**config.mk**
```make
export PLATFORM = sky130hd
export DESIGN_NAME = mux_arb_nch
export DESIGN_NICKNAME = d
export VERILOG_FILES = /design/src/rtl/mux_pkg.sv /design/src/rtl/arb_rr_nch.sv /design/src/rtl/mux_arb_nch.sv
export SDC_FILE = /design/constraint.sdc
export NUM_CORES = 1
export LEC_CHECK = 0
export ABC_CLOCK_PERIOD_IN_PS = 1300
export BUFFER_PORTS_ARGS = -buffer_cell sky130_fd_sc_hd__buf_2
export CORE_UTILIZATION = 39
export CTS_CLUSTER_DIAMETER = 150
export DETAILED_ROUTE_END_ITERATION = 6
export HOLD_SLACK_MARGIN = 0.08
export PLACE_DENSITY = 0.87
export SLEW_MARGIN = 40
export SYNTH_ARGS = -nofsm -noshare
export SYNTH_HDL_FRONTEND = slang
export SYNTH_SLANG_ARGS = --single-unit
```
**constraint.sdc**
```tcl
create_clock -name clk -period 1.3 [get_ports clk]
set_input_delay 0.13 -clock clk [delete_from_list [all_inputs] [get_ports clk]]
set_output_delay 0.13 -clock clk [all_outputs]
set_load 0.02 [all_outputs]
```
**src/rtl/mux_pkg.sv**
```systemverilog
// Shared constants and helpers for the N-channel registered arbiter/mux.
package mux_pkg;

    // Arbitration policy selector values for the MODE parameter.
    localparam int MODE_FIXED = 0;   // lowest channel index wins
    localparam int MODE_RR    = 1;   // round-robin starting at rr_ptr

    // Width needed to encode n distinct indices, never less than one bit,
    // so a single-channel build still has a legal index port.
    function automatic int clog2_min1(input int n);
        int w;
        w = 0;
        for (int i = 0; i < 31; i++) begin
            if ((1 << i) < n) begin
                w = i + 1;
            end
        end
        return (w < 1) ? 1 : w;
    endfunction

endpackage

```
**src/rtl/arb_rr_nch.sv**
```systemverilog
// Combinational N-way arbiter: picks one requester by fixed priority or by
// round-robin search starting at rr_ptr, producing a one-hot grant and its
// encoded index.
module arb_rr_nch
    import mux_pkg::*;
#(
    parameter  int NCH  = 4,
    parameter  int MODE = MODE_RR,
    localparam int SELW = clog2_min1(NCH)
) (
    input  logic [NCH-1:0]  in_valid,
    input  logic [SELW-1:0] rr_ptr,
    output logic [NCH-1:0]  grant,
    output logic [SELW-1:0] grant_idx,
    output logic            grant_vld
);

    // Search channels in order base, base+1, ... (mod NCH); first requester wins.
    always_comb begin
        int base;
        int idx;
        // NOTE: every combinational output gets a default before any branch,
        // otherwise paths that skip an assignment infer a latch.
        grant     = '0;
        grant_idx = '0;
        grant_vld = 1'b0;
        base      = (MODE == MODE_RR) ? int'(rr_ptr) : 0;
        idx       = 0;
        for (int k = 0; k < NCH; k++) begin
            idx = base + k;
            if (idx >= NCH) begin
                idx = idx - NCH;
            end
            for (int i = 0; i < NCH; i++) begin
                if (!grant_vld && (i == idx) && in_valid[i]) begin
                    grant[i]  = 1'b1;
                    grant_idx = SELW'(i);
                    grant_vld = 1'b1;
                end
            end
        end
    end

endmodule

```
**src/rtl/mux_arb_nch.sv**
```systemverilog
// N-channel registered multiplexer with valid/ready handshake. One channel
// is granted per cycle and its data captured in a one-entry output stage
// that can drain and reload on the same edge for full throughput.
module mux_arb_nch
    import mux_pkg::*;
#(
    parameter  int NBITS = 32,
    parameter  int NCH   = 4,
    parameter  int MODE  = MODE_RR,
    localparam int SELW  = clog2_min1(NCH)
) (
    input  logic                 clk,
    input  logic                 reset_n,
    input  logic [NCH*NBITS-1:0] in_data,
    input  logic [NCH-1:0]       in_valid,
    output logic [NCH-1:0]       in_ready,
    output logic [NBITS-1:0]     out_data,
    output logic [SELW-1:0]      out_ch,
    output logic                 out_valid,
    input  logic                 out_ready
);

    logic [NCH-1:0]   grant;
    logic [SELW-1:0]  grant_idx;
    logic             grant_vld;
    logic             load_en;
    logic             xfer;
    logic [NBITS-1:0] sel_data;

    logic [NBITS-1:0] out_data_q,  out_data_d;
    logic [SELW-1:0]  out_ch_q,    out_ch_d;
    logic             out_valid_q, out_valid_d;
    logic [SELW-1:0]  rr_ptr_q,    rr_ptr_d;

    arb_rr_nch #(
        .NCH  (NCH),
        .MODE (MODE)
    ) u_arb (
        .in_valid  (in_valid),
        .rr_ptr    (rr_ptr_q),
        .grant     (grant),
        .grant_idx (grant_idx),
        .grant_vld (grant_vld)
    );

    // The stage can accept a new beat when empty or when being drained now.
    // A beat moves only on the granted channel; reset blocks all acceptance.
    assign load_en  = ~out_valid_q | out_ready;
    assign in_ready = grant & {NCH{load_en & reset_n}};
    assign xfer     = grant_vld & load_en & reset_n;

    // One-hot AND-OR select of the granted channel's data.
    always_comb begin
        sel_data = '0;
        for (int i = 0; i < NCH; i++) begin
            sel_data = sel_data | (in_data[i*NBITS +: NBITS] & {NBITS{grant[i]}});
        end
    end

    // Output stage next state: load on transfer, empty on an idle load slot,
    // otherwise hold (covers the stalled case).
    always_comb begin
        out_data_d  = out_data_q;
        out_ch_d    = out_ch_q;
        out_valid_d = out_valid_q;
        if (load_en) begin
            if (grant_vld) begin
                out_data_d  = sel_data;
                out_ch_d    = grant_idx;
                out_valid_d = 1'b1;
            end else begin
                out_valid_d = 1'b0;
            end
        end
    end

    // Round-robin pointer moves to the channel after the one just served;
    // it stays at zero in fixed-priority mode.
    always_comb begin
        rr_ptr_d = rr_ptr_q;
        if ((MODE == MODE_RR) && xfer) begin
            rr_ptr_d = (grant_idx == SELW'(NCH - 1)) ? '0 : grant_idx + SELW'(1);
        end
    end

    // State registers with synchronous active-low reset; reset discards any held beat.
    always_ff @(posedge clk) begin
        // NOTE: sequential state uses non-blocking assignments so every flop
        // samples its pre-edge inputs regardless of statement order.
        if (!reset_n) begin
            out_data_q  <= '0;
            out_ch_q    <= '0;
            out_valid_q <= 1'b0;
            rr_ptr_q    <= '0;
        end else begin
            out_data_q  <= out_data_d;
            out_ch_q    <= out_ch_d;
            out_valid_q <= out_valid_d;
            rr_ptr_q    <= rr_ptr_d;
        end
    end

    assign out_data  = out_data_q;
    assign out_ch    = out_ch_q;
    assign out_valid = out_valid_q;

endmodule
```
==> flow_summary.yaml <==
worst_hold_path:
  min_path_type: "input port to register"
  worst_hold_path.num_cells: 3
  hp-start: "in_data[6]"
placed_design:
  dp_hpwl_microns: 7820
  post-place-ws_ps: -198
  place.gp.congestion: 0.883
  numPortBuffers: 173
  placed_cells: 634
cts:
  cts_root_buffer: "clkbuf_8"
  cts.sinks: 37
  cts_tree: "yes"
  ctsHtreeMaxLevel: 2
  cts_buffer_depth: 2
  clk_pin_slew_ps: 80
  worstSkewPairLatency_ps: 290
  cts_made_buffers: 5
timing:
  setup_ws_ps: -274
  fin_crit_ps: 1570
  holdWs_ps: 107
  grt_setup_unrepaired: "true"
  timing.final.crit_share: 1.21
  hold_violations: 0
  fmax_mhz: 635
  slew_headroom: 0.749
  final-setup-viol-count: 40
  tightest_slew_ps: 375
  slew_viol_final: 0
  skew_ps: 11.8
power_and_ir_drop:
  ir_drop_v: 0.000585
  p_leak_nw: 2.02
  finalPower_mw: 4.21
  power_density_mw_per_mm2: 934
floorplanning:
  fp.dieH_microns: 86.6
  core_sq_mm: 0.00687
  num_io_pins: 174
  num_rows: 30
  start_util: 0.407
  die-width_microns: 86.6
  dieArea_sq_mm: 0.00750
critical_path:
  r2r_setup_slack_ps: -190
  cp_max_fo: 7
  critical-path-max-stage-delay_ps: 380
  reg2reg_to: "out_data[31]$_SDFFE_PN0P_"
  end_kind: "output pin"
  required_ps: 1170
  critical_path.most_common_cell: "buf_6"
  crit_path_cell_trace: "buf_6 > a221o_1 > nand2_2 > nor2_2 > buf_6"
  startpoint: "rr_ptr_q[1]$_SDFFE_PN0P_"
  r2r.worst_path.cells: 5
  reg2reg_from: "rr_ptr_q[1]$_SDFFE_PN0P_"
  critPathArrivalTime_ps: 1440
  criticalPathCategory: "register to output pin"
  critPathCapture: "in_ready[2]"
  critical-path-slowest-cell: "dfxtp_4"
  critPathLaunchType: "register"
detailed_routing:
  drtAntennaViolNets: 0
  vias: 3937
  wl_per_cell_microns: 17.6
  dr.pass1.iters: 5
  routed_wl_microns: 11500
  drc: 0
  vias_per_cell: 6.03
  drt_iter0_markers: 355
finish:
  diodes: 0
  fin_nets: 692
  fill_cells: 595
  synthToLayoutAreaGrowth_pct: 61.4
  drive_gt1_frac: 0.528
  utilization: 0.656
  stdcell_count: 653
synth:
  yosysWarnings: 0
  async_flop_share: 0
  avgSynthCellArea_sq_um: 7.27
  synth_top_area_frac: 0.265
  synth_cell_types: 31
  syn_area_sq_mm: 0.00279
  ys_seq_elements: 37
  yosysSeqAreaShare: 0.265
  synth-main-ff-cell: "dfxtp_1"
  synth.top_cells.by_area: "dfxtp_1 (27%), a211oi_1 (17%), nand3_1 (12%), a31oi_1 (7.6%), and3_1 (7.2%)"
  synth_edf_count: 0
  synth_top_cells_by_count: "a211oi_1 (65), nand3_1 (65), dfxtp_1 (37)"
  yosysTopAreaCell: "dfxtp_1"
  netlist_instances: 384
  synth_nets: 519
grt:
  grt_usage: 0.295
  grt_pass1_wl_microns: 17600
  grt_max_degree: 22
  grt_overflow: 0
  grt_pass1_vias: 3679
  grt_antenna_before_repair: 0
outcome:
  failed_checks: "negative setup slack"
  status: "finished with violations"
run:
  drv_cap: 0
## flip-flops by register name, indices dropped and copies added, names as in the netlist
register,flops
out_ch,2
out_data,32
rr_ptr_q,2
out_valid,1
## cells by family (layout without fill, tap and decap cells)
logic type,Yosys count,in the layout,synth area share
DFF,37,37,0.265
buffers and inverters,54,227,0.114
and+or+nand+nor,147,147,0.265
AOI/OAI and AO/OA,146,146,0.355
## worst min-delay path by stage
stage | to | slack [ps]
2_1_floorplan | out_data[11]$_SDFFE_PN0P_ | 300
3_3_place_gp | out_data[10]$_SDFFE_PN0P_ | 410
3_5_place_dp | out_data[0]$_SDFFE_PN0P_ | 410
4_1_cts | out_data[4]$_SDFFE_PN0P_ | 100
5_1_grt | out_data[5]$_SDFFE_PN0P_ | 110
6_report | out_data[6]$_SDFFE_PN0P_ | 110
## critical path, delay by kind of cell, from the launching register on
family / cells / cell delay (ps)
AO/OA/AOI/OAI: 1 / 350
AND/OR/NAND/NOR: 2 / 160
buffers and inverters: 2 / 280
flip-flops: 1 / 380
## metrics by stage
stage	setup TNS [ps]	area [sq um]
2_1_floorplan	-1560	2840
3_5_place_dp	-5910	3840
5_1_grt	-9390	4510
3_3_place_gp	-3220	3840
4_1_cts	-6260	4400
6_report	-6370	4510
## layout by cell type, fill, tap and decap left out, types with 2 or more instances in the layout
cell	Yosys	final
a211oi_1	65	17
a211oi_2	0	46
a211oi_4	0	2
a21o_1	2	2
a31oi_1	34	34
and3_1	32	29
and3_4	0	3
buf_12	0	10
buf_16	0	3
buf_2	17	169
buf_4	0	23
buf_6	8	9
buf_8	3	2
clkbuf_8	0	6
dfxtp_1	37	35
inv_1	2	2
nand2_1	36	34
nand2_2	0	2
nand2b_1	2	2
nand3_1	65	62
nand3_2	0	2
nor2_1	7	3
nor2_4	0	3
nor2b_1	2	2
o21ai_0	33	33
o21ai_1	2	2
## layer usage
| layer | global-route usage | vias to the layer above | routed length [microns] |
|---|---|---|---|
| li1 | - | 1801 | - |
| met5 | 0 | - | 0 |
| met4 | 0.0970 | 0 | 186 |
| met1 | 0.361 | 1850 | 4630 |
| met3 | 0.0486 | 22 | 1020 |
| met2 | 0.525 | 264 | 5680 |
## where the power goes
group | internal (mW) | switching, mW
Clock | 0.422 | 0.426
Sequential | 1.26 | 0.0713
Combinational | 0.905 | 1.12
Total | 2.59 | 1.62
## area by class of cell
| cell class | instances | area, sq um | share of cell area |
|---|---|---|---|
| multi-input combinational | 293 | 2090 | 0.463 |
| clock buffer | 7 | 86.3 | 0.0192 |
| inverter | 3 | 11.3 | 0.00250 |
| tap | 96 | 120 | 0.0267 |
| sequential | 37 | 746 | 0.165 |
| timing repair buffer | 217 | 1460 | 0.323 |
## repair_timing
item                                    4_1_cts  5_1_grt
hold endpoints to repair                      0        0
hold buffers                                  0        0
pin swaps                                    23       13
gates resized for setup                      72       16
endpoints found under the setup margin       38       40
gates cloned                                  3        1
setup buffers                                 6        2
(Power assumes the default switching activity.)
